`config.mk`:
```
export PLATFORM = sky130hd
export DESIGN_NAME = fetch_unit
export DESIGN_NICKNAME = d
export VERILOG_FILES = /design/src/rtl/fetch_unit.sv
export SDC_FILE = /design/constraint.sdc
export NUM_CORES = 1
export LEC_CHECK = 0
export BUFFER_PORTS_ARGS = -buffer_cell sky130_fd_sc_hd__buf_4
export CAP_MARGIN = 20
export CORE_MARGIN = 2
export CORE_UTILIZATION = 40
export CTS_CLUSTER_DIAMETER = 150
export DETAILED_ROUTE_END_ITERATION = 16
export PLACE_DENSITY = 0.73
export REMOVE_ABC_BUFFERS = 1
export SYNTH_ARGS = -nofsm -noshare
export SYNTH_HDL_FRONTEND = slang
export SYNTH_SLANG_ARGS = --single-unit
```
`constraint.sdc`:
```
create_clock -name clk -period 4.3 [get_ports clk]
set_input_delay 0.645 -clock clk [delete_from_list [all_inputs] [get_ports clk]]
set_output_delay 0.645 -clock clk [all_outputs]
set_load 0.01 [all_outputs]
```
`src/rtl/fetch_unit.sv`:
```
`default_nettype none
// ============================================================================
// Module   : fetch_unit
// Purpose  : Instruction-fetch stage. Holds the PC and issues one fetch at a
//            time over a req/gnt/rvalid handshake. It latches the returned word
//            and presents Instr together with the decoded op/funct3/funct7.
//            The PC advances only when execute retires the current
//            instruction, using PCSrc/PCTarget.
// Ports    : clk, reset               - clock, synchronous active-high reset
//            imem_req/imem_addr       - fetch request and address (= PC)
//            imem_gnt                 - memory accepted the request
//            imem_rvalid/imem_rdata   - returned instruction word
//            retire, PCSrc, PCTarget  - retire strobe and next-PC selection
//            instr_valid, Instr, op,
//            funct3, funct7           - latched instruction and decoded fields
//            PC, PCPlus4              - address of Instr, and that address + 4
//            fault                    - sticky misaligned-redirect flag
// Revision : 1.0 - initial release
// ============================================================================
module fetch_unit #(
  parameter int          XLEN     = 32,
  parameter logic [XLEN-1:0] RESET_PC = '0
) (
  input  logic            clk,
  input  logic            reset,
  output logic            imem_req,
  output logic [XLEN-1:0] imem_addr,
  input  logic            imem_gnt,
  input  logic            imem_rvalid,
  input  logic [31:0]     imem_rdata,
  input  logic            retire,
  input  logic            PCSrc,
  input  logic [XLEN-1:0] PCTarget,
  output logic            instr_valid,
  output logic [31:0]     Instr,
  output logic [6:0]      op,
  output logic [2:0]      funct3,
  output logic [6:0]      funct7,
  output logic [XLEN-1:0] PC,
  output logic [XLEN-1:0] PCPlus4,
  output logic            fault
);

  localparam logic [31:0] C_NOP = 32'h0000_0013;

  typedef enum logic [1:0] {
    S_FETCH = 2'd0,
    S_WAIT  = 2'd1,
    S_HOLD  = 2'd2,
    S_FAULT = 2'd3
  } state_t;

  state_t          state_q, state_d;
  logic [XLEN-1:0] pc_q, pc_d;
  logic [31:0]     instr_q, instr_d;
  logic [XLEN-1:0] pc_plus4;
  logic [XLEN-1:0] next_pc;

  // Plain modular add: PC wrap-around at the top of the address space is legal.
  assign pc_plus4 = pc_q + XLEN'(4);
  assign next_pc  = PCSrc ? PCTarget : pc_plus4;

  always_comb begin
    state_d = state_q;
    pc_d    = pc_q;
    instr_d = instr_q;
    case (state_q)
      S_FETCH: begin
        if (imem_gnt) state_d = S_WAIT;
      end
      S_WAIT: begin
        if (imem_rvalid) begin
          instr_d = imem_rdata;
          state_d = S_HOLD;
        end
      end
      S_HOLD: begin
        if (retire) begin
          // A misaligned target freezes the PC on the offending instruction.
          if (next_pc[1:0] != 2'b00) begin
            state_d = S_FAULT;
          end else begin
            pc_d    = next_pc;
            state_d = S_FETCH;
          end
        end
      end
      S_FAULT: begin
        state_d = S_FAULT;
      end
      default: begin
        state_d = S_FETCH;
      end
    endcase
  end

  always_ff @(posedge clk) begin
    if (reset) begin
      state_q <= S_FETCH;
      pc_q    <= RESET_PC;
      instr_q <= C_NOP;
    end else begin
      state_q <= state_d;
      pc_q    <= pc_d;
      instr_q <= instr_d;
    end
  end

  // The request is masked while reset is held, so nothing is issued before the
  // fetch state is established.
  assign imem_req    = (state_q == S_FETCH) && !reset;
  assign imem_addr   = pc_q;
  assign instr_valid = (state_q == S_HOLD);
  assign fault       = (state_q == S_FAULT);
  assign Instr       = instr_q;
  assign op          = instr_q[6:0];
  assign funct3      = instr_q[14:12];
  assign funct7      = instr_q[31:25];
  assign PC          = pc_q;
  assign PCPlus4     = pc_plus4;

endmodule
`default_nettype wire

```
### Word-level counts from Yosys, hierarchy flattened

Index checks and enable logic that the tools add are counted.

| word-level totals | value |
|---|---|
| word-level logic and storage cells | 24 |
| bits in registers | 66 |

| cells by class | value |
|---|---|
| add/sub/neg operators | 1 |
| bitwise gates (word level) | 1 |
| muxes and demuxes | 6 |
| reduce and logical (&&, ||, !) cells | 7 |
| equality and inequality tests | 6 |

Operators with widths:

| kind | count |
|---|---|
| $add 32x3->32 const B | 1 |
| $mux 32 | 1 |
| $mux 2 | 4 |
| $pmux 2 s4 | 1 |
| $ne 2x2->1 const B | 3 |
| $reduce_and 3->1 | 2 |
| $eq 2x2->1 const B | 2 |
| $eq 2x1->1 const B | 1 |
| $logic_not 2->1 | 1 |
| $reduce_and 2->1 | 1 |
| $reduce_bool 2->1 | 1 |
| $logic_and 1x1->1 | 1 |
| $logic_not 1->1 | 1 |
| $not 1->1 | 1 |

### Logic depth before layout (Yosys ltp)

Gate-level depths: netlist (run 1).

| depth | value |
|---|---|
| depth in word-level cells | 6 |
| mapped depth | 7 |
| gate-level depth less buffers | 6 |

### Worst setup path after synthesis (run 1)

No wires, ideal clock.

| timing | value |
|---|---|
| kind | register -> output |
| from | reg pc_q[2], in the netlist PC[2] |
| to | out PCPlus4[14] |
| stages on the path, launching flop included | 7 |
| path slack | 1.827 ns |
| arrival time | 1.828 ns |
| cells stage by stage | dfxtp_1 > ha_1 > and3_2 > buf_2 > nand2_1 > nor3_1 > xor2_1 |

| on the way | value |
|---|---|
| longest elaborated chain between the ends | 1 |

Ends and longest elaborated chain:

| item | line | text |
|---|---|---|
| from (decl) | 54 | `logic [XLEN-1:0] pc_q, pc_d;` |
| from (signal assigned) | 104 | `pc_q <= pc_d;` |
| $add 32x3->32 | 60 | `assign pc_plus4 = pc_q + XLEN'(4);` |
| to (decl) | 40 | `output logic [XLEN-1:0] PCPlus4,` |

No other way between the ends.

### Worst setup path after layout (run 1)

| timing | value |
|---|---|
| from | reg pc_q[4], in the netlist PC[4] |
| to | out PCPlus4[29] |

The elaborated chain is that of the path after synthesis.

==> flow_metrics.tcl, run 1 <==
set metrics [dict create \
    hold_viol_final 0 \
    synth_top_area_frac 0.338 \
    p_leak_uw 0.00248 \
    final_common_cell "buf_4" \
    p_per_area_nw_per_um2 257 \
    fmax_ghz 0.317 \
    vias 4101 \
    synth_seq_area_share 0.338 \
    die_h_um 103 \
    placed_cells 777 \
    synth_area_um2 3910 \
    antenna_found_initial 0 \
    fin_util 0.563 \
    avgViaCountPerCell 5.18 \
    num_io_pins 218 \
    grt_overflow_total 0 \
    cts_sinks 66 \
    rr_startpoint "PC[4]$_SDFFE_PP0P_" \
    synth_area_per_cell_um2 7.71 \
    initialDrtViolationCount 173 \
    nets 726 \
    die_width_um 103 \
    grt_pass1_vias 3594 \
    grt_use_total 0.220 \
    io_buffers 217 \
    synth_ff_type "dfxtp_1" \
    ctsResizeCount 0 \
    hold_buffers 0 \
    n_fill_cell 933 \
    cts_buffers 9 \
    clk_latency_ns 0.34 \
    grt_max_degree 68 \
    setup-tns-final_ns 0 \
    most-common-layout-cells "220 x buf_4, 94 x nand2_1, 66 x dfxtp_1, 49 x a21oi_1, 28 x nand3_1" \
    die_area_um2 10600 \
    place.detailed.hpwl_um 8940 \
    yosys.area.top_type "dfxtp_1" \
    skew_ns 0.0141 \
    ant_nets 0 \
    finalSetupViolCount 0 \
    timing.final.crit_share 0.733 \
    maxCapViolations 0 \
    areaGrowthSynthToFinish_pct 38.7 \
    htreeDepth 3 \
    drive_above_1_share 0.378 \
    outcome "finished, final reports clean" \
    row_count 36 \
    ys_ff_latch 66 \
    cts_max_path_buffers 2 \
    drc_errors 0 \
    required_ns 3.65 \
    finalMaxSlewViolations 0 \
    cts_setup_buffers 0 \
    ys_types 54 \
    holdCritStartpoint "Instr[9]$_SDFFE_PP0P_" \
    fin_cells 791 \
    grt_pass1_wl_um 18100 \
    synth_async_sr_flop_share 0 \
    wl_per_cell_um 15.4 \
    cts_tree "yes" \
    synthTopCellsByArea "dfxtp_1 34%, buf_4 9.8%, nand2_1 9.0%" \
    tightest_slew_ns 0.952 \
    min_path_type "reg -> reg" \
    ir_worst_vdd_v 0.000167 \
    yosysWarnings 0 \
    core_area_um2 9640 \
    crit_arrival_ns 2.51 \
    rr_worst_depth 5 \
    clk_pin_slew_ns 0.07 \
    worstSetupEndpointType "primary output" \
    diodes 0 \
    post-route-min-period_ns 3.15 \
    maxSlewHeadroom 0.366 \
    hold_depth 2 \
    setup.worst_path.start "PC[4]$_SDFFE_PP0P_" \
    rsz0062_at_grt "false" \
    place_congestion 0.789 \
    synth-edff-count 0 \
    dr.pass1.iters 4 \
    start_util 0.406 \
    postSynthCellCount 507 \
    startpoint_type "flop" \
    cts-root-buf "clkbuf_8" \
    wl_um 12200 \
    worstSetupPathType "reg -> out" \
    fin_total_pwr_uw 1390 \
    path_max_fanout 12 \
]
-- cell usage after synthesis, types with 2 or more instances --
library cell	instances
nor3_1	10
nand2_1	94
a22oi_1	4
nor4_4	2
dfxtp_1	66
nand3_1	28
inv_1	7
xor2_1	8
nor2_1	22
buf_2	6
xnor2_1	20
and2_1	2
o211a_1	2
buf_4	51
or4_1	4
a21o_1	2
nor4_2	2
a21oi_1	49
nor2b_1	3
o41ai_1	2
nor4_1	4
o31ai_1	5
a31oi_1	9
or3_1	2
a311o_1	2
a2bb2oi_1	2
nand3_4	2
o211ai_1	2
nand4_1	9
and4_1	2
a32o_1	3
o21ai_0	15
mux2i_1	5
and3_1	12
a22o_1	5
clkbuf_1	26
-- layout make-up --
cell class                      instances  area, um^2  share of cell area
Inverter                                7        26.3             0.00485
Multi-Input combinational cell        350        2050               0.378
Clock inverter                          3        40.0             0.00738
Sequential cell                        66        1320               0.244
Tap cell                              133         166              0.0307
Clock buffer                           11         151              0.0279
Timing Repair Buffer                  221        1670               0.307
-- path summary, 6_finish.rpt --
check | slack, ns | end
max | 1.15 | PCPlus4[29]
max reg2reg | 1.75 | PC[23]$_SDFFE_PP0P_
min reg2reg | 0.45 | Instr[9]$_SDFFE_PP0P_
min | 0.45 | Instr[9]$_SDFFE_PP0P_
-- report_power, final --
part           total [uW]  internal, uW  switching, uW
Sequential            653           632           21.4
Combinational         217           112            105
Clock                 523           291            232
Total                1390          1030            358
-- worst max-delay path, stage by stage, from the launching register on --
cell     delay (ns)
dfxtp_1        0.59
nand4_4        0.22
nor4_4         0.70
nand3_1        0.27
xnor2_1        0.24
buf_4          0.15
-- metal layers --
| layer | vias to the layer above | GRT usage | part of all wire |
|---|---|---|---|
| met4 | 0 | 0.0769 | 0.014 |
| li1 | 2013 | - | - |
| met5 | - | 0 | 0 |
| met3 | 15 | 0.0461 | 0.077 |
| met2 | 173 | 0.378 | 0.49 |
| met1 | 1900 | 0.273 | 0.42 |
-- flip-flops by register name, indices dropped and copies added (netlist names) --
register and count:
Instr 32, PC 32, state_q 2
-- stage by stage --
step | area (um^2) | worst slack [ns] | hold slack (ns)
6_report | 5420 | 1.15 | 0.453
5_1_grt | 5420 | 0.945 | 0.472
4_1_cts | 5420 | 1.08 | 0.457
3_5_place_dp | 5230 | 1.46 | 0.448
3_3_place_gp | 5220 | 1.53 | 0.443
2_1_floorplan | 3400 | 1.38 | 0.474
-- cell families (layout without fill, tap and decap cells) --
group	after synthesis	after routing	share of synthesized area
muxes	5	5	0.0128
and+or+nand+nor	208	208	0.274
DFF	66	66	0.338
buffers and inverters	91	242	0.138
adders and majority gates	1	1	0.00320
xor gates and xnor gates	28	28	0.0627
AOI/OAI and AO/OA	108	108	0.171
(Power assumes the default switching activity.)
==> run 2: changes to the inputs <==
- PLACE_DENSITY: 0.73 -> 0.76
- clock period: 4.3 -> 2.9 ns (I/O delays scaled with it)
==> run 2 against run 1 <==
Net effect: combinational power up 49%; largest power group unchanged; clock power is 51% higher; clock skew down 0.0034 ns; utilization is 0.53 points higher; highest routed layer unchanged; sequential power up 48%; register-to-register slack got worse by 1.1 ns; via count rose by 0.29%; critical path type unchanged; sequential share of layout area shrank 0.23 points; total power increased by 49%.
==> flow_metrics.tcl, run 2 (synthesized netlist as in run 1, its figures left out) <==
set metrics [dict create \
    clk_pin_slew_ns 0.08 \
    outcome "finished, final reports clean" \
    wl_um 12400 \
    finalMaxSlewViolations 0 \
    worstSetupPathType "reg -> out" \
    ant_nets 0 \
    setup-tns-final_ns 0 \
    crit_chain "ha_2, and3_2, nand2_1, nor4_4, xnor2_1, buf_4" \
    required_ns 2.47 \
    hold_viol_final 0 \
    die_area_um2 10600 \
    cts_tree "yes" \
    die_h_um 103 \
    p_per_area_nw_per_um2 380 \
    areaGrowthSynthToFinish_pct 40.0 \
    slowest_delay_ns 0.50 \
    num_io_pins 218 \
    initialDrtViolationCount 182 \
    startpoint_type "flop" \
    htreeDepth 3 \
    skew_ns 0.0106 \
    n_fill_cell 927 \
    cts-root-buf "clkbuf_8" \
    min_path_type "in -> reg" \
    antenna_found_initial 0 \
    avgViaCountPerCell 5.16 \
    cts_sinks 66 \
    seqCellArea_um2 1320 \
    post-route-min-period_ns 2.75 \
    nets 730 \
    grt_pass1_wl_um 18100 \
    crit_arrival_ns 2.31 \
    vias 4113 \
    place.detailed.hpwl_um 9060 \
    rsz0062_at_grt "false" \
    maxCapViolations 0 \
    wl_per_cell_um 15.6 \
    die_width_um 103 \
    p_leak_uw 0.00251 \
    clk_latency_ns 0.33 \
    io_buffers 217 \
    final_common_cell "buf_4" \
    worstSetupEndpointType "primary output" \
    fmax_ghz 0.364 \
    path_max_fanout 7 \
    dr.pass1.iters 4 \
    most-common-layout-cells "225 x buf_4, 94 x nand2_1, 66 x dfxtp_1, 49 x a21oi_1, 28 x nand3_1" \
    slowest_stage "dfxtp_1" \
    start_util 0.406 \
    tightest_slew_ns 0.662 \
    grt_overflow_total 0 \
    place_congestion 0.827 \
    grt_use_total 0.220 \
    drc_errors 0 \
    finalSetupViolCount 0 \
    cts_max_path_buffers 2 \
    fin_util 0.568 \
    drive_above_1_share 0.387 \
    maxSlewHeadroom 0.559 \
    timing.final.crit_share 0.948 \
    row_count 36 \
    cts_buffers 9 \
    multi_input_area_um2 2070 \
    ir_worst_vdd_v 0.000238 \
    diodes 0 \
    grt_pass1_vias 3686 \
    core_area_um2 9640 \
    grt_max_degree 67 \
]
## run 2: cell count changes in the layout (fill, tap and decap cells not counted), sizes merged
cell / change
buf: +4
clkinvlp: +3
clkbuf: -1
## run 2: final cells by class
cell class	count	share of cell area
well taps	133	0.0304
multi-input cells	350	0.378
clock buffers	10	0.0251
inverters	7	0.00480
clock inverters	6	0.0121
flip-flops and latches	66	0.241
repair buffers	225	0.309
## run 2: through the flow
step	setup slack (ns)	hold WS, ns	cell area (um^2)	total power [uW]	instances
after global placement	0.477	0.442	5250	1310	780
after detailed placement	0.418	0.451	5250	1310	780
after floorplan	0.131	0.474	3400	1100	423
final	0.152	0.312	5470	2080	797
after global routing	0.0249	0.326	5470	2170	797
after CTS	0.0322	0.292	5450	2110	796
## run 2: what timing repair did
item | in CTS | in global routing
hold buffers | 0 | 0
buffers inserted | 0 | 1
endpoints found under the setup margin | 0 | 6
endpoints found under the hold margin | 0 | 0
gates resized for setup | 0 | 3
## run 2: worst paths after layout
| path | start | endpoint | slack (ns) | cells after the start |
|---|---|---|---|---|
| hold / removal | imem_rdata[4] | Instr[4]$_SDFFE_PP1P_ | 0.31 | 3 |
| setup reg to reg | PC[4]$_SDFFE_PP0P_ | PC[23]$_SDFFE_PP0P_ | 0.67 | 6 |
| hold reg to reg | Instr[21]$_SDFFE_PP0P_ | Instr[21]$_SDFFE_PP0P_ | 0.46 | 2 |
| setup / recovery | PC[3]$_SDFFE_PP0P_ | PCPlus4[18] | 0.15 | 6 |
## run 2: power by group
part | total [uW] | switching (uW) | internal, uW | leakage [uW]
Combinational | 324 | 159 | 165 | 0.00188
Clock | 788 | 368 | 420 | 0.0000945
Sequential | 968 | 31.0 | 937 | 0.000535
## run 2: routing by layer
layer  share of wire  wire length, um  vias up  GRT usage
li1                -                -     2027          -
met1            0.40             5030     1906      0.257
met2            0.50             6200      162      0.397
met3           0.080              988       18     0.0447
met4           0.016              204        0     0.0810
met5               0                0        -          0
## run 2: worst max-delay path, delay by kind of cell (launching register included)
| family | cells | cell delay, ns |
|---|---|---|
| and+or+nand+nor | 3 | 0.82 |
| xor gates and xnor gates | 1 | 0.19 |
| buffers and inverters | 1 | 0.16 |
| DFF | 1 | 0.50 |
| adders and majority gates | 1 | 0.31 |
